### src/rtl/prog_loader_if.sv
// rtl/prog_loader_if.sv - byte-stream input and instruction-memory write bus of the program loader
interface prog_loader_if #(
  parameter int AW = 10
);
  logic          in_valid;
  logic [7:0]    in_data;
  logic          in_ready;
  logic          imem_we;
  logic [AW-1:0] imem_addr;
  logic [31:0]   imem_wdata;

  modport master (
    output in_valid, in_data,
    input  in_ready, imem_we, imem_addr, imem_wdata
  );

  modport slave (
    input  in_valid, in_data,
    output in_ready, imem_we, imem_addr, imem_wdata
  );
endinterface

### src/rtl/prog_loader.sv
// rtl/prog_loader.sv - loads a length-prefixed little-endian byte stream into instruction memory
// and holds the core in reset until the image is complete.
module prog_loader #(
  parameter int DEPTH = 1024,
  parameter int AW    = 10
) (
  input  logic          clk,
  input  logic          rst,
  input  logic          restart,
  prog_loader_if.slave  bus,
  output logic          core_hold,
  output logic          done,
  output logic          err,
  output logic [AW:0]   words_loaded
);

  typedef enum logic [2:0] {
    LEN_LO,
    LEN_HI,
    DATA,
    WRITE,
    DONE,
    ERR
  } state_t;

  localparam logic [16:0] DEPTH_L = 17'(DEPTH);

  state_t      state;
  state_t      state_nxt;
  logic [15:0] len;
  logic [1:0]  bcnt;
  logic [31:0] word;
  logic [AW:0] widx;
  logic [AW:0] widx_inc;
  logic        take;
  logic        done_q;
  logic        err_q;

  // Gating with rst keeps in_ready low while reset is held, yet high right after release.
  assign bus.in_ready   = rst & ((state == LEN_LO) || (state == LEN_HI) || (state == DATA));
  assign take           = bus.in_valid & bus.in_ready;
  assign widx_inc       = widx + 1'b1;
  assign bus.imem_we    = (state == WRITE);
  assign bus.imem_addr  = widx[AW-1:0];
  assign bus.imem_wdata = word;
  assign words_loaded   = widx;
  assign done           = done_q;
  assign err            = err_q;
  assign core_hold      = ~done_q;

  always_ff @(posedge clk or negedge rst) begin
    if (!rst) begin
      state <= LEN_LO;
    end else begin
      state <= state_nxt;
    end
  end

  always_comb begin
    state_nxt = state;
    case (state)
      LEN_LO: begin
        if (take) state_nxt = LEN_HI;
      end
      LEN_HI: begin
        if (take) begin
          if ({bus.in_data, len[7:0]} == 16'd0) begin
            state_nxt = DONE;
          end else if ({1'b0, bus.in_data, len[7:0]} > DEPTH_L) begin
            state_nxt = ERR;
          end else begin
            state_nxt = DATA;
          end
        end
      end
      DATA: begin
        if (take && (bcnt == 2'd3)) state_nxt = WRITE;
      end
      WRITE: begin
        state_nxt = (16'(widx_inc) == len) ? DONE : DATA;
      end
      DONE, ERR: begin
        if (restart) state_nxt = LEN_LO;
      end
      default: state_nxt = LEN_LO;
    endcase
  end

  always_ff @(posedge clk or negedge rst) begin
    if (!rst) begin
      len    <= '0;
      bcnt   <= '0;
      word   <= '0;
      widx   <= '0;
      done_q <= 1'b0;
      err_q  <= 1'b0;
    end else begin
      done_q <= (state_nxt == DONE);
      err_q  <= (state_nxt == ERR);
      case (state)
        LEN_LO: begin
          if (take) len[7:0] <= bus.in_data;
        end
        LEN_HI: begin
          if (take) begin
            len[15:8] <= bus.in_data;
            bcnt      <= '0;
            widx      <= '0;
          end
        end
        DATA: begin
          if (take) begin
            word[{bcnt, 3'b000} +: 8] <= bus.in_data;
            bcnt                      <= bcnt + 2'd1;
          end
        end
        WRITE: begin
          widx <= widx_inc;
        end
        DONE, ERR: begin
          if (restart) begin
            len  <= '0;
            bcnt <= '0;
            widx <= '0;
          end
        end
        default: ;
      endcase
    end
  end

endmodule

### src/flat_wrapper.sv
// flat-port wrapper written by rule: the top's interface ports become plain ports
module prog_loader_flat 
#(
  parameter int DEPTH = 1024,
  parameter int AW    = 10
)
  (clk, rst, restart, core_hold, done, err, words_loaded, bus_in_valid, bus_in_data, bus_in_ready, bus_imem_we, bus_imem_addr, bus_imem_wdata);
  prog_loader_if #(.AW(AW)) bus_i ();
  input  logic clk;
  input  logic rst;
  input  logic restart;
  output logic core_hold;
  output logic done;
  output logic err;
  output logic [AW:0] words_loaded;
  input wire logic [$bits(bus_i.in_valid)-1:0] bus_in_valid;
  input wire logic [$bits(bus_i.in_data)-1:0] bus_in_data;
  output wire logic [$bits(bus_i.in_ready)-1:0] bus_in_ready;
  output wire logic [$bits(bus_i.imem_we)-1:0] bus_imem_we;
  output wire logic [$bits(bus_i.imem_addr)-1:0] bus_imem_addr;
  output wire logic [$bits(bus_i.imem_wdata)-1:0] bus_imem_wdata;
  assign bus_i.in_valid = bus_in_valid;
  assign bus_i.in_data = bus_in_data;
  assign bus_in_ready = bus_i.in_ready;
  assign bus_imem_we = bus_i.imem_we;
  assign bus_imem_addr = bus_i.imem_addr;
  assign bus_imem_wdata = bus_i.imem_wdata;
  prog_loader #(.DEPTH(DEPTH), .AW(AW)) u_core (.clk(clk), .rst(rst), .restart(restart), .bus(bus_i), .core_hold(core_hold), .done(done), .err(err), .words_loaded(words_loaded));
endmodule
### config.mk
export PLATFORM = sky130hd
export DESIGN_NAME = prog_loader_flat
export DESIGN_NICKNAME = d
export VERILOG_FILES = /design/src/rtl/prog_loader_if.sv /design/src/rtl/prog_loader.sv /design/src/flat_wrapper.sv
export SDC_FILE = /design/constraint.sdc
export NUM_CORES = 1
export LEC_CHECK = 0
export ABC_AREA = 1
export CAP_MARGIN = 10
export CORE_MARGIN = 2
export CORE_UTILIZATION = 35
export DETAILED_ROUTE_END_ITERATION = 16
export HOLD_SLACK_MARGIN = 0.1
export SETUP_SLACK_MARGIN = 0.02
export SYNTH_ARGS = -nofsm -noshare
export SYNTH_HDL_FRONTEND = slang
export SYNTH_SLANG_ARGS = --single-unit
### constraint.sdc
create_clock -name clk -period 6.2 [get_ports clk]
set_input_delay 0.93 -clock clk [delete_from_list [all_inputs] [get_ports clk]]
set_output_delay 0.93 -clock clk [all_outputs]
set_load 0.02 [all_outputs]
Word level (Yosys, flattened, before mapping)
Cells that the tools add are included.

Register bits: 66. Output and inout bits: 58. Word-level logic and storage cells: 65.

Add/subtract/negate cells: 3. Order comparisons: 1. Eq/ne operators: 13. Shift operators: 2. Multiplexer cells: 20. Bitwise gates (word level): 3. Reductions and logical operators: 15.

Operators with widths (number): $pmux 11 s3 (1); $bwmux 32 (1); $pmux 8 s2 (2); $shift 8x7->32 const A (1); $shiftx 8x7->32 (1); $mux 11 (2); $mux 3 (7); $eq 11x16->1 (1); $gt 16x11->1 const B (1); $logic_not 16->1 (1); $mux 16 (1); $pmux 3 s5 (1); $eq 3x3->1 const B (4); $add 11x1->11 const B (1); $reduce_and 3->1 (3); $mux 8 (1); $neg 5->7 (1); $eq 3x2->1 const B (2); $mux 2 (3); $ne 2x1->1 const B (3); $pmux 2 s3 (1); $reduce_bool 3->1 (2); $reduce_and 4->1 (1); $reduce_bool 2->1 (2); other kinds (11) (13).

Longest topological paths before layout
Gate-level depths: netlist (run 1).

Word-level depth: 9. Mapped depth: 14. Depth with buffers taken out: 13.

Worst setup path before layout (run 1)
Ideal clock, no wire load.

Kind: reg-to-reg. Start: register u_core.bcnt[0]. End: register u_core.word[22], in the netlist u_core.bus.imem_wdata[22]. Arrival time: 2.057 ns. Required time: 6.127 ns. Slack: 4.070 ns. Stages on the path, launching flop included: 9. Buffers on the path: 2. Period minus slack after synthesis: 2.130 ns. Path through: dfrtp_1 > clkbuf_1 > inv_1 > clkbuf_1 > ha_1 > inv_1 > nor3_1 > nand2_1 > a21oi_2.

Cells in the longest elaborated chain, start to end: 3.

Ends and longest elaborated chain: from (decl) (RTL line prog_loader.sv:31) `logic [1:0] bcnt;`; from (signal assigned) (RTL line prog_loader.sv:114) `bcnt <= bcnt + 2'd1;`; $neg 5->7 * (RTL line prog_loader.sv:113) `word[{bcnt, 3'b000} +: 8] <= bus.in_data;`; $shiftx 8x7->32 or $shift 8x7->32 (tied branches) (RTL line prog_loader.sv:113); $bwmux 32 * (RTL line prog_loader.sv:113); to (signal, indexed assignment) (RTL line prog_loader.sv:113); to (decl) (RTL line prog_loader.sv:32) `logic [31:0] word;`.

Every way passes the cells marked *; elsewhere a longest branch is shown, timed or not. A chain may end at the register's enable or synchronous reset.

Worst setup path in the final report (run 1)
Start: input port rst. End: output port bus_in_ready.

Cells in the longest elaborated chain, start to end: 1.

Ends and longest elaborated chain: from (decl) (RTL line flat_wrapper.sv:10) `input logic rst;`; $and 1x1->1 (RTL line prog_loader.sv:40) `assign bus.in_ready = rst & ((state == LEN_LO) || (state == LEN_HI) || (state == DATA));`; to (decl) (RTL line flat_wrapper.sv:18) `output wire logic [$bits(bus_i.in_ready)-1:0] bus_in_ready;`.

Every way passes these cells.

==> impl_results.md, run 1 <==
* Outcome: finished clean
* Post-CTS Setup Bufs at 0
* Dominant synthesized flop cell: dfrtp_1
* I/O Buffers at 69
* Hold Crit Start: u_core.bus.imem_wdata[28]$_DFFE_PN0P_
* Initial drt markers at 139
* I/O Pins at 70
* # DRC at 0
* Vias in the first global route at 3,054
* Reg-to-reg startpoint: u_core.bcnt[0]$_DFFE_PN0P_
* Chip Height at 105 um
* Fin cells at 644
* Synth top area share at 46.1%
* Syn_nets at 464
* Worst-case clock buffer depth at 2
* FF-to-FF End: u_core.bus.imem_wdata[22]$_DFFE_PN0P_
* Number of buffers created by CTS at 9
* Fmax at 318 MHz
* Total gr overflow at 0
* Reg2reg setup slack at 3.80 ns
* GPL Wtd Cong at 0.855
* Count leader, synth: nand2_1
* Worst Reg-to-Reg Cells at 6
* Area leader, netlist: dfrtp_1
* H-tree depth at 3
* Vias per std cell at 4.84
* Largest net degree at the start of global routing at 46
* Ys async rst share at 100%
* Area contributors post-synth: dfrtp_1 46%, nand2_1 12%, nor2_1 5.7%, inv_1 5.3%, nand3_1 5.2%
* Post-layout nets at 524
* Total chip power at 1250 uW
* Placed Area at 4290 um2
* Power Dens Cells at 278 nW/um2
* Tightest Pin Transition at 0.787 ns
* Die Area at 11,100 um2
* Hpwl dp at 6600 um
* Layout cell share with drive strength beyond 1 at 8.61%
* RSZ-0062 raised after global routing: no
* Core area at 9860 um2
* Worst hold stages at 2
* Worst min path class: reg2reg
* Worst-Skew Late Latency at 0.34 ns
* Sequential area share after synthesis at 46.1%
* Syn Inst Count at 446
* Syn_area_per_cell at 8.04 um2
* Hold Crit Endpoint: u_core.bus.imem_wdata[28]$_DFFE_PN0P_
* Setup Crit Path Kind: in2out
* PostCTS Resize Cnt at 0
* Lkg Pwr at 0.00214 uW
* Seq cells post-synth at 66
* Initial antenna violation count at 0
* CP Launch Type: primary input
* Fillers at 971
* Max_cap viols at 0
* Fin. max-slew vios at 0
* Placed Instances at 628
* EDFF count, synth at 0
* Worst-path fanout max at 23
* Final min period at 3.14 ns
* Clk pin slew, worst setup/hold paths at 0.07 ns
* VDD IR-drop max at 0.142 mV
* Design area at 4500 um2
* Clock Skew at 0.0108 ns
* CTS tree: yes
* CTS Hold Buffers Added at 0
* Row Count at 36
* Crit. End Element: primary output
* CTS sink cnt at 66
* GRT Util Overall at 17.1%
* Setup TNS at 0 ns
* Post-synth cell types at 30
* Area grow syn2layout at 25.5%
* Post-synth top cells: 110 x nand2_1, 66 x dfrtp_1, 54 x nor2_1
* Die Span X at 105 um
* Starting density of the core at 36.3%
* Data required time at the worst endpoint at 5.27 ns
* Routed via count at 3,115
* First-pass GRT wire length at 15,000 um
* Setup violations, final at 0
* Synth Cell Area at 3580 um2
* Worst Path Arrival at 2.21 ns
* Post-layout util at 45.6%
* CTS root buffer: clkbuf_8
* Tcrit/Tclk final at 50.7%
* ANT nets after route at 0
* Final hold violation count at 0
* # diodes at 0
* Slew Limit Headroom at 47.3%
* DRT Pass-1 Iters at 4
* Routed WL per cell at 13.9 um
* Post-Route WL at 8940 um
* Yosys warns at 0
==> sequential cells by signal (all words and copies together), names as in the netlist <==
signal and count:
u_core.bus.imem_wdata 32, u_core.err 1, u_core.done 1, u_core.len 16, u_core.state 3, u_core.bcnt 2, u_core.words_loaded 11
==> per-stage QoR <==
step / hold WS (ns) / worst slack, ns
finish: 0.493 / 3.06
global route: 0.522 / 2.90
CTS: 0.500 / 3.01
detailed placement: 0.474 / 3.01
global placement: 0.460 / 3.00
floorplan: 0.471 / 4.07
==> final cells by class <==
class	count	area (um2)	share of cell area (%)
Tap cell	133	166	3.70
Inverter	58	220	4.90
Clock inverter	5	78.8	1.75
Timing Repair Buffer	70	693	15.4
Multi-Input combinational cell	301	1560	34.6
Clock buffer	11	131	2.92
Sequential cell	66	1650	36.7
==> metal layers <==
metal / track usage (%) / wire length (um) / vias up
li1: - / - / 1553
met1: 22.3 / 4130 / 1464
met2: 26.8 / 4140 / 88
met3: 6.36 / 553 / 10
met4: 4.57 / 110 / 0
met5: 0 / 0 / -
==> report_power, final <==
group / switching (uW) / internal [uW] / total [uW]
clock: 171 / 226 / 397
sequential: 33.0 / 488 / 521
combinational: 218 / 114 / 332
total: 422 / 828 / 1250
==> cell families after synthesis <==
logic type	after synthesis	share of synthesized area (%)
AND/OR/NAND/NOR	223	27.9
AO/OA/AOI/OAI	70	12.6
buffers and inverters	79	10.5
XOR/XNOR	2	0.873
adder cells (fa/ha/maj)	6	2.09
flip-flops	66	46.1
==> critical path, stage by stage <==
cell and delay [ns]:
buf_2 0.43, nand2_1 0.13, inv_2 0.10, clkdlybuf4s50_1 0.60
==> how the worst max path moves through the flow <==
stage,start,endpoint,slack (ns),cells after the start
2_1_floorplan,u_core.bcnt[0]$_DFFE_PN0P_,u_core.bus.imem_wdata[22]$_DFFE_PN0P_,4.07,8
3_5_place_dp,rst,bus_in_ready,3.01,4
6_report,rst,bus_in_ready,3.06,4
3_3_place_gp,rst,bus_in_ready,3.00,4
5_1_grt,rst,bus_in_ready,2.90,4
4_1_cts,rst,bus_in_ready,3.01,4
==> layout by cell type, fill, tap and decap left out, drive strengths merged <==
cell / synthesis / layout
nand2: 114 / 114
clkdlybuf4s50: 0 / 68
dfrtp: 66 / 66
nor2: 61 / 61
inv: 58 / 58
nand3: 37 / 37
a21oi: 27 / 27
o21ai: 26 / 26
clkbuf: 3 / 11
o41ai: 8 / 8
nand4: 7 / 7
o22ai: 7 / 7
ha: 6 / 6
nor3: 3 / 3
clkinv: 0 / 3
bufinv: 0 / 2
buf: 18 / 2
nor4: 1 / 1
xnor3: 1 / 1
o211ai: 1 / 1
o31ai: 1 / 1
xor2: 1 / 1
No activity file was read; power rests on OpenSTA's default activity.
==> run 2: changes to the inputs <==
==> constraint.sdc (replaced) <==
create_clock -name clk -period 2.5 [get_ports clk]
set_input_delay 0.375 -clock clk [delete_from_list [all_inputs] [get_ports clk]]
set_output_delay 0.375 -clock clk [all_outputs]
set_load 0.02 [all_outputs]
==> impl_results.md, run 2 (synthesis gave the netlist of run 1 again) <==
* DRT Pass-1 Iters at 4 (unchanged)
* Number of buffers created by CTS at 9 (unchanged)
* Post-layout util at 46.4% (+0.77 points)
* Layout cell share with drive strength beyond 1 at 10.6% (+2.0 points)
* Worst Path Arrival at 1.98 ns (-0.23 ns)
* Total gr overflow at 0 (unchanged)
* Lkg Pwr at 0.00219 uW (+2.2%)
* RSZ-0062 raised after global routing: no
* Routed via count at 3,136 (+0.67%)
* Fillers at 954 (-1.8%)
* Post-CTS Setup Bufs at 0 (unchanged)
* Commonest non-fill, non-tap cell in the layout: nand2_1
* Slew Limit Headroom at 57.6% (+10 points)
* Final min period at 2.36 ns
* Met2 WL post-DR at 4100 um (-0.92%)
* GPL Wtd Cong at 0.850 (-0.64%)
* Max stage delay cell, worst path: clkdlybuf4s50_1
* VDD IR-drop max at 0.324 mV (+130%)
* Starting density of the core at 36.3% (unchanged)
* Max reg flops at 32 (unchanged)
* Data required time at the worst endpoint at 2.12 ns (-3.15 ns)
* Clock Skew at 0.00850 ns (-0.00234 ns)
* ANT nets after route at 0 (unchanged)
* Clk pin slew, worst setup/hold paths at 0.07 ns (about the same)
* # diodes at 0 (unchanged)
* Outcome: finished clean
* Vias per std cell at 4.80 (-0.71%)
* CTS sink cnt at 66 (unchanged)
* Power Dens Cells at 678 nW/um2 (+140%)
* Total chip power at 3100 uW (+150%)
* CP Launch Type: flop
* Post-layout nets at 533 (+1.7%)
* Initial antenna violation count at 0 (unchanged)
* Die Area at 11,100 um2 (unchanged)
* Initial drt markers at 151 (+8.6%)
* Row Count at 36 (unchanged)
* CTS root buffer: clkbuf_8
* Tcrit/Tclk final at 94.2%
* Die Span X at 105 um (unchanged)
* Worst-case clock buffer depth at 2 (unchanged)
* Met1 wire length at 4250 um (+2.9%)
* DR top layer: met4
* Routed WL per cell at 13.9 um (+0.26%)
* Final hold violation count at 0 (unchanged)
* Setup Crit Path Kind: reg2out
* Metal3 WL at 606 um (+9.6%)
* Hpwl dp at 6760 um (+2.5%)
* Crit. End Element: primary output
* Worst-Skew Late Latency at 0.35 ns (about the same)
* I/O Pins at 70 (unchanged)
* # DRC at 0 (unchanged)
* Chip Height at 105 um (unchanged)
* Largest net degree at the start of global routing at 45 (-2.2%)
* Setup violations, final at 0 (unchanged)
* CTS tree: yes
* I/O Buffers at 69 (unchanged)
* Area grow syn2layout at 27.6%
* Most frequent cells in the layout: 110 x nand2_1, 68 x clkdlybuf4s50_1, 66 x dfrtp_1
* Vias in the first global route at 3,023 (-1.0%)
* CP cell instances: nor2_2 > nand2_1 > inv_1 > clkdlybuf4s50_1
* Slowest stage delay, CP at 0.62 ns (+0.02 ns)
* Worst min path class: reg2reg
* Fin. max-slew vios at 0 (unchanged)
* H-tree depth at 3 (unchanged)
* Fmax at 424 MHz
* Tightest Pin Transition at 0.636 ns (-0.151 ns)
* Core area at 9860 um2 (unchanged)
* GRT Util Overall at 17.2% (+0.097 points)
* First-pass GRT wire length at 15,200 um (+1.1%)
* Max_cap viols at 0 (unchanged)
* Post-Route WL at 9080 um (+1.7%)
* Worst-path fanout max at 9 (-61%)
* Setup TNS at 0 ns (unchanged)
run 2: final timing paths:
| kind | start | end | slack, ns | depth (start not counted) |
|---|---|---|---|---|
| max in group asynchronous | rst | u_core.len[9]$_DFFE_PN0P_ | 1.01 | 4 |
| max | u_core.state[2]$_DFF_PN0_ | bus_imem_we | 0.14 | 4 |
| max reg2reg | u_core.words_loaded[0]$_DFFE_PN0P_ | u_core.err$_DFF_PN0_ | 0.33 | 11 |
| min | u_core.bus.imem_wdata[25]$_DFFE_PN0P_ | u_core.bus.imem_wdata[25]$_DFFE_PN0P_ | 0.48 | 2 |
| min reg2reg | u_core.bus.imem_wdata[25]$_DFFE_PN0P_ | u_core.bus.imem_wdata[25]$_DFFE_PN0P_ | 0.48 | 2 |
| min in group asynchronous | rst | u_core.words_loaded[6]$_DFFE_PN0P_ | 0.60 | 3 |
run 2: metal layers:
layer  vias up  GRT usage [%]
met5         -              0
met4         0           6.00
met3        11           5.36
met2        94           26.6
met1      1450           22.7
li1       1581              -
run 2: repair_timing:
action,4_1_cts,5_1_grt
endpoints found under the hold margin,22,0
hold buffers,1,0
endpoints found under the setup margin,0,1
gates resized for setup,0,1
run 2: cell type report:
type,instances,area [um2],share of cell area (%)
Sequential cell,66,1650,36.1
Multi-Input combinational cell,301,1560,34.1
Timing Repair Buffer,79,763,16.7
Inverter,58,220,4.81
Tap cell,133,166,3.64
Clock buffer,12,165,3.61
Clock inverter,4,48.8,1.07
run 2: critical path, delay by kind of cell (launching register included):
family / cells / cell delay (ns)
buffers and inverters: 2 / 0.77
and+or+nand+nor: 2 / 0.45
DFF: 1 / 0.42
run 2: stage by stage:
step	instance area [um2]	hold slack, ns	setup slack, ns	std cells
finish	4570	0.485	0.144	653
global route	4570	0.512	0.0315	653
CTS	4570	0.493	0.130	653
detailed placement	4350	0.447	0.265	636
global placement	4350	0.453	0.302	636
floorplan	3580	0.0794	0.370	446
run 2: where the power goes:
group | total, uW | leakage, uW | internal (uW) | switching [uW]
logic | 837 | 0.00118 | 296 | 541
clock network | 971 | 0.000112 | 541 | 430
registers | 1290 | 0.000895 | 1210 | 81.3
total | 3100 | 0.00219 | 2050 | 1050
==> run 3: changes to the inputs <==
--- a/config.mk
+++ b/config.mk
@@ -5,7 +5,6 @@
 export SDC_FILE = /design/constraint.sdc
 export NUM_CORES = 1
 export LEC_CHECK = 0
-export ABC_AREA = 1
 export CAP_MARGIN = 10
 export CORE_MARGIN = 2
 export CORE_UTILIZATION = 35
==> impl_results.md, run 3 <==
* Outcome: finished clean
* Clock Skew at 0.00503 ns (-0.00347 ns)
* Area leader, netlist: dfrtp_1
* Post-layout nets at 472 (-11%)
* Yosys warns at 0 (unchanged)
* Tcrit/Tclk final at 89.2% (-5.0 points)
* Initial antenna violation count at 0 (unchanged)
* Final hold violation count at 0 (unchanged)
* Synth top area share at 49.3% (+3.3 points)
* Worst-path fanout max at 8 (-1)
* Max reg flops at 32 (unchanged)
* Synth Cell Area at 3350 um2 (-6.6%)
* Core area at 9240 um2 (-6.3%)
* Chip Height at 102 um (-3.2%)
* Worst min path class: in2async
* Hpwl dp at 6270 um (-7.3%)
* Number of buffers and inverters on the critical path at 1 (-1)
* Area of the multi-input gates at 1510 um2 (-3.3%)
* H-tree depth at 3 (unchanged)
* GPL Wtd Cong at 0.832 (-2.1%)
* Syn Inst Count at 383 (-14%)
* Die Span X at 102 um (-3.2%)
* First-pass GRT wire length at 14,200 um (-6.9%)
* Area contributors post-synth: dfrtp_1 49%, nand2_1 13%, o21ai_0 10%, buf_4 3.1%, xnor2_1 2.4%
* Setup Crit Path Kind: reg2reg
* Worst-case clock buffer depth at 2 (unchanged)
* Lkg Pwr at 0.00184 uW (-16%)
* Fin. max-slew vios at 0 (unchanged)
* Final min period at 2.23 ns (-0.126 ns)
* # diodes at 0 (unchanged)
* Seq cells post-synth at 66 (unchanged)
* Count leader, synth: nand2_1
* Syn_area_per_cell at 8.74 um2 (+8.8%)
* CP Launch Type: flop
* I/O Buffers at 69 (unchanged)
* Syn_nets at 401 (-14%)
* Fmax at 448 MHz (+5.7%)
* Starting density of the core at 36.2% (-0.10 points)
* Tightest Pin Transition at 0.607 ns (-0.0295 ns)
* Fillers at 909 (-4.7%)
* Max stage delay cell, worst path: dfrtp_1
* GRT Util Overall at 17.8% (+0.55 points)
* Slew Limit Headroom at 59.6% (+2.0 points)
* CTS tree: yes
* VDD IR-drop max at 0.295 mV (-9.0%)
* Fin cells at 587 (-10%)
* Initial drt markers at 96 (-36%)
* Placed Instances at 571 (-10%)
* ANT nets after route at 0 (unchanged)
* Largest net degree at the start of global routing at 48 (+6.7%)
* Crit. End Element: flop
* CTS root buffer: clkbuf_8
* Clk pin slew, worst setup/hold paths at 0.07 ns (about the same)
* Post-synth cell types at 49 (+63%)
* Vias per std cell at 4.86 (+1.2%)
* Commonest non-fill, non-tap cell in the layout: nand2_1
* Max_cap viols at 0 (unchanged)
* Area grow syn2layout at 29.4%
* Power Dens Cells at 685 nW/um2 (+1.1%)
* EDFF count, synth at 0 (unchanged)
* Row Count at 35 (-2.8%)
* Die Area at 10,400 um2 (-6.3%)
* Number of buffers created by CTS at 9 (unchanged)
* # DRC at 0 (unchanged)
* Layout cell share with drive strength beyond 1 at 8.08% (-2.5 points)
* Post-synth top cells: 113 x nand2_1, 67 x o21ai_0, 66 x dfrtp_1
* Post-CTS Setup Bufs at 0 (unchanged)
* CTS sink cnt at 66 (unchanged)
* DRT Pass-1 Iters at 4 (unchanged)
* CP dominant cell by count: o21ai_0
* Routed via count at 2,853 (-9.0%)
* Vias in the first global route at 2,736 (-9.5%)
* Most frequent cells in the layout: 113 x nand2_1, 67 x o21ai_0, 67 x clkdlybuf4s50_1
* Setup violations, final at 0 (unchanged)
* Slowest stage delay, CP at 0.45 ns (-0.17 ns)
* Dominant synthesized flop cell: dfrtp_1
* Cell family with most CP delay: compound AO/OA/AOI/OAI gates
* RSZ-0062 raised after global routing: no
* Routed WL per cell at 14.7 um (+5.4%)
* Data required time at the worst endpoint at 2.70 ns (+0.58 ns)
* Total gr overflow at 0 (unchanged)
* Storage cell area at 1650 um2 (unchanged)
* Ys async rst share at 100% (unchanged)
* I/O Pins at 70 (unchanged)
* CP cell instances: ha_1 > buf_4 > nor4bb_1 > nor2_1 > a31oi_1 > o21ai_0 > a2111oi_4 > o21ai_0
* Post-Route WL at 8600 um (-5.3%)
* Setup TNS at 0 ns (unchanged)
* Worst Path Arrival at 2.43 ns (+0.45 ns)
* Worst-Skew Late Latency at 0.33 ns (-0.02 ns)
* Sequential area share after synthesis at 49.3% (+3.3 points)
[run 3: final timing paths]
| kind | from | endpoint | slack, ns | cells past startpoint |
|---|---|---|---|---|
| setup / recovery | u_core.words_loaded[0]$_DFFE_PN0P_ | u_core.state[1]$_DFF_PN0_ | 0.27 | 8 |
| hold / removal | rst | u_core.done$_DFF_PN0_ | 0.42 | 2 |
| setup reg to reg | u_core.words_loaded[0]$_DFFE_PN0P_ | u_core.state[1]$_DFF_PN0_ | 0.27 | 8 |
| hold reg to reg | u_core.bus.imem_wdata[9]$_DFFE_PN0P_ | u_core.bus.imem_wdata[9]$_DFFE_PN0P_ | 0.48 | 2 |
| max in group asynchronous | rst | u_core.bus.imem_wdata[19]$_DFFE_PN0P_ | 1.24 | 3 |
| min in group clk | u_core.bus.imem_wdata[9]$_DFFE_PN0P_ | u_core.bus.imem_wdata[9]$_DFFE_PN0P_ | 0.48 | 2 |
[run 3: metal layers]
| layer | up-vias | wire length [um] | GRT usage, % | share of wire, % |
|---|---|---|---|---|
| met4 | 0 | 76 | 5.30 | 0.88 |
| met2 | 73 | 3890 | 27.3 | 45 |
| met3 | 9 | 405 | 3.59 | 4.7 |
| met5 | - | 0 | 0 | 0 |
| met1 | 1349 | 4230 | 25.3 | 49 |
| li1 | 1422 | - | - | - |
[run 3: where the power goes]
group / leakage, uW / internal [uW] / switching [uW]
Clock: 0.0000762 / 352 / 397
Sequential: 0.000892 / 1250 / 171
Combinational: 0.000874 / 350 / 451
Total: 0.00184 / 1950 / 1020
[run 3: kinds of logic after synthesis]
group,Yosys count,share of synthesized area [%]
DFF,66,49.3
adders and majority gates,6,2.24
AOI/OAI and AO/OA,92,16.1
muxes,1,0.336
and+or+nand+nor,168,22.1
buffers and inverters,34,5.68
xor gates and xnor gates,16,4.19
[run 3: cell type report]
class                   instances  area share [%]
flip-flops and latches         66            38.1
well taps                     129            3.73
repair buffers                 89            19.4
multi-input cells             283            34.8
clock inverters                 3           0.404
inverters                       5           0.433
clock buffers                  12            3.12
[run 3: metrics by stage]
step           cell area [um2]  hold slack, ns  total power [uW]  setup slack (ns)  utilization (%)
2_1_floorplan             3350          0.0794              1910             0.283                -
3_3_place_gp              4170           0.226              2230             0.200             45.1
3_5_place_dp              4170           0.223              2250             0.215             45.1
4_1_cts                   4330           0.416              3010            0.0421             46.9
5_1_grt                   4330           0.422              3170            0.0630             46.9
6_report                  4330           0.421              2970             0.270             46.9
[run 3: timing repair]
item                                   4_1_cts  5_1_grt
hold buffers                                 1        0
resized for setup                            0        2
endpoints found under the hold margin        3        0
setup endpoints to repair                    0        2
==> edit 1: new RTL, config.mk and constraints of run 2 <==
Encoding of `state_t`: now Gray code (3 bits for 6 states).
--- a/src/rtl/prog_loader.sv
+++ b/src/rtl/prog_loader.sv
@@ -17,8 +17,8 @@
   typedef enum logic [2:0] {
-    LEN_LO,
-    LEN_HI,
-    DATA,
-    WRITE,
-    DONE,
-    ERR
+    LEN_LO = 3'b000,
+    LEN_HI = 3'b001,
+    DATA   = 3'b011,
+    WRITE  = 3'b010,
+    DONE   = 3'b110,
+    ERR    = 3'b111
   } state_t;
Formal check against the unedited RTL: same outputs for any inputs over 10 cycles, from zero or initial values and one cycle with rst low; not proved beyond that.
==> edit 1 against run 2 <==
- final area increased by 1.9%
- sequential cell count unchanged
- sequential share of layout area decreased by 0.69 points
- area after synthesis rose by 3.1%
- setup slack gained 0.019 ns
- routed wire length grew 4.6%
- critical endpoint is now bus_in_ready
- largest cell class is now multi-input combinational cells
Power is not compared: it rests on default switching activity, and its combinational part moved more than twofold at a synthesized area within 25%.
==> edit 1: results (changes against run 2) <==
============================================================================
Outcome                                                         finished clean
Synth Area in Compound Gates                                          0.0904   -0.0352
Final Total Pwr                                                      4.31 mW
Switching pwr                                                        1.90 mW
Type of the worst min-delay path                                input pin to async pin
Antenna violations before repair                                           0   unchanged
Cell family with most CP delay                                  buffers and inverters
Share of post-route cells with drive strength above 1                 0.0821   -0.0236
Commonest cells in the synthesized netlist                      nand2_1 (137), dfrtp_1 (66), nor2_1 (56), inv_1 (55), o21ai_0 (42)
Maximum number of pins on one net before global-route repair              56   +24%
Proportion of synthesized chip area in sequential cells                0.447   -0.0137
Clock power frac                                                       0.213
EDFF count, synth                                                          0   unchanged
GRT Overall Usage                                                      0.176   +0.00391
Maximum fanout count along the critical path                              14   +5
Largest stage delay, worst path                                      0.60 ns   -0.02 ns
Clock-pin slew on the worst setup and hold paths                     0.08 ns
Sum of routed wire length over all layers                            9.50 mm   +4.6%
Number of setup buffers added after CTS                                    0   unchanged
First-iteration detailed-routing DRC count                               155   +2.6%
Share of synthesized registers carrying an async set or reset           1.00   unchanged
Vias per inst                                                           4.84   +0.88%
Post-DR wirelength/cell                                              13.7 um   -1.9%
Number of H-tree levels                                                    3   unchanged
Clk_skew                                                           0.0161 ns   +0.00760 ns
Adder-Cell Fraction of Synth Area                                     0.0203   -0.000624
Warning count from the yosys run                                           0   unchanged
Setup WS pre-CTS                                                    0.392 ns   +0.127 ns
Cell types occupying the most area after synthesis              dfrtp_1 (45%), nand2_1 (14%), nor2_1 (5.7%), o21ai_0 (5.7%), inv_1 (5.6%)
Number of nets in the finished design                                    573   +7.5%
Post-detailed-placement half-perimeter wirelength                    7.07 mm   +4.6%
Static Leakage                                                       2.25 nW
Critical Path Slowest Stage Cell                                clkdlybuf4s50_1
Post-Syn Instances                                                       490   +9.9%
Mux contribution to synthesized area                                 0.00610   +0.00610
Deepest clock path buffer count                                            2   unchanged
Xor-xnor portion of the synthesized cell area                              0   -0.00873
First-pass iteration count of the detailed router                          5   +1
Port Buf Inserts                                                          69   unchanged
First-pass GRT wire length                                           16.0 mm   +5.4%
Slew headroom                                                          0.528   -0.0478
Number of global-route vias before repair                               3274   +8.3%
Final GP Congestion                                                    0.822   -3.3%
Synth unique cells                                                        31   +3.3%
Antenna diode instance count                                               0   unchanged
Final Hold Viols                                                           0   unchanged
Number of nets produced by synthesis                                     508   +9.5%
Num CTS Buffers                                                            9   unchanged
Placed insts                                                             679   +6.8%
============================================================================
==> edit 1: changes by cell type after synthesis, sizes merged, moves of 3 or more <==
cell,run 2,this run
nand3,37,41
o21ai,26,43
a21oi,27,12
nand2,114,139
nand4,7,22
clkbuf,3,7
o41ai,8,0
buf,18,15
o22ai,7,4
nor2,61,65
==> edit 1: what timing repair did <==
item | 4_1_cts | 5_1_grt
gates resized for setup | 0 | 1
endpoints found under the setup margin | 0 | 1
hold buffers | 1 | 0
hold endpoints to repair | 11 | 0
==> edit 1: final cells by class <==
cell class                 instances  area [um2]
tap                              136         170
multi-input combinational        341        1670
clock buffer                       9         124
clock inverter                     7        73.8
inverter                          61         229
sequential                        66        1650
timing repair buffer              76         743
fill                            1069        5610
==> edit 1: path summary, 6_finish.rpt <==
| path | startpoint | end | slack, ns | cells past startpoint |
|---|---|---|---|---|
| max in group asynchronous | rst | u_core.bus.imem_wdata[8] | 1.05 | 3 |
| setup reg to reg | u_core.words_loaded[0] | u_core.err | 0.40 | 12 |
| hold reg to reg | u_core.len[6] | u_core.len[6] | 0.50 | 2 |
| hold / removal | rst | u_core.bus.imem_wdata[22] | 0.49 | 2 |
| min in group clk | u_core.len[6] | u_core.len[6] | 0.50 | 2 |
| setup / recovery | rst | bus_in_ready | 0.16 | 4 |
==> edit 1: stage by stage <==
step,util,instance area [um2]
after global routing,0.454,4660
final,0.454,4660
after detailed placement,0.433,4450
after CTS,0.453,4660
after global placement,0.433,4450
after floorplan,-,3690
==> edit 1: metal layers <==
| layer | global-route usage | vias up | wire length (um) |
|---|---|---|---|
| li1 | - | 1694 | - |
| met1 | 0.236 | 1567 | 4380 |
| met2 | 0.294 | 97 | 4510 |
| met3 | 0.0274 | 14 | 458 |
| met4 | 0.0529 | 0 | 159 |
| met5 | 0 | - | 0 |
==> edit 2: new RTL, settings of run 2 <==
Made on the original files. `DEPTH` is set to 1024 in 2 places; all go to 512.
--- a/src/rtl/prog_loader.sv
+++ b/src/rtl/prog_loader.sv
@@ -3,3 +3,3 @@
 module prog_loader #(
-  parameter int DEPTH = 1024,
+  parameter int DEPTH = 512,
   parameter int AW    = 10
--- a/src/flat_wrapper.sv
+++ b/src/flat_wrapper.sv
@@ -3,3 +3,3 @@
 #(
-  parameter int DEPTH = 1024,
+  parameter int DEPTH = 512,
   parameter int AW    = 10
Function: changed (Yosys sat finds a counterexample within 4 cycles, from zero or initial values and one cycle with rst low).
==> edit 2 against run 2 <==
- sequential cell count stayed put
- routed wire length is 0.13% higher
- setup slack better by 0.059 ns
- final area is 0.46% higher
- critical path depth is 1 higher
- clock skew is 0.0041 ns higher
- total power is 0.42% lower
- highest routed layer unchanged
- area after synthesis is 2.2% higher
- register-to-register slack better by 0.06 ns
==> edit 2: results (changes against run 2) <==
========================================================================================
Outcome                                                                     finished clean
First-iteration detailed-routing DRC count                                           153   +1.3%
Combinational share of power                                                       0.275   +0.005
Worst setup path startpoint                                                          rst
Cell depth of the worst flop-to-flop path                                              7   -4
Post-detailed-placement half-perimeter wirelength                                6.80 mm   +0.59%
Finished Layout Cells                                                                674   +3.2%
Dpl cell area                                                                0.00438 mm2   +0.75%
Largest stage delay, worst path                                                  0.59 ns   -0.03 ns
Grt met2 use                                                                       0.307   +0.0404
Portion of the clock cycle consumed by the worst path in the final layout          0.919   -0.0238
Number of nets produced by synthesis                                                 491   +5.8%
Share of post-route cells with drive strength above 1                             0.0911   -0.0147
Post-synthesis area per instance                                                7.75 um2   -3.6%
Final GP Congestion                                                                0.820   -3.5%
WL met3                                                                           379 um   -37%
Share of total power in sequential cells                                           0.424   +0.007
M1 GR Usage                                                                        0.215   -0.0120
Static Leakage                                                                   2.19 nW   about the same
Maximum fanout count along the critical path                                          13   +4
Critical R2R Launch                                                         u_core.bcnt[1]
Setup WS pre-CTS                                                                0.407 ns   +0.142 ns
Critical path capture point                                                 bus_in_ready
Met2 wire len                                                                    4.52 mm   +10%
Cell types occupying the most area after synthesis                          dfrtp_1 (45%), nand2_1 (13%), nand3_1 (7.1%), inv_1 (5.5%), o21ai_0 (5.5%)
First-pass GRT wire length                                                       15.5 mm   +2.1%
========================================================================================
edit 2: cell types whose count changed after synthesis, moves of 5 or more:
cell     delta
o21ai_0    +27
nor2_1     -16
nand3_1    +15
nand2_1    +13
a21oi_1    -11
nand4_1    +11
o21ai_1    -11
o41ai_1     -6
nor2_4      +5
edit 2: cell families after synthesis:
kind of cell	after synthesis	synth area share
flops	66	0.451
fa+ha+maj	6	0.0205
simple gates	253	0.327
compound gates	64	0.0953
buf+inv	84	0.107
edit 2: critical path: cells and delay by family:
family	cells	cell delay, ns
buf+inv	4	1.46
simple gates	1	0.07
edit 2: area by class of cell:
type | count | area, um2
Fill cell | 1052 | 5640
Sequential cell | 66 | 1650
Multi-Input combinational cell | 323 | 1620
Timing Repair Buffer | 74 | 728
Inverter | 59 | 221
Tap cell | 136 | 170
Clock buffer | 10 | 138
Clock inverter | 6 | 65.1
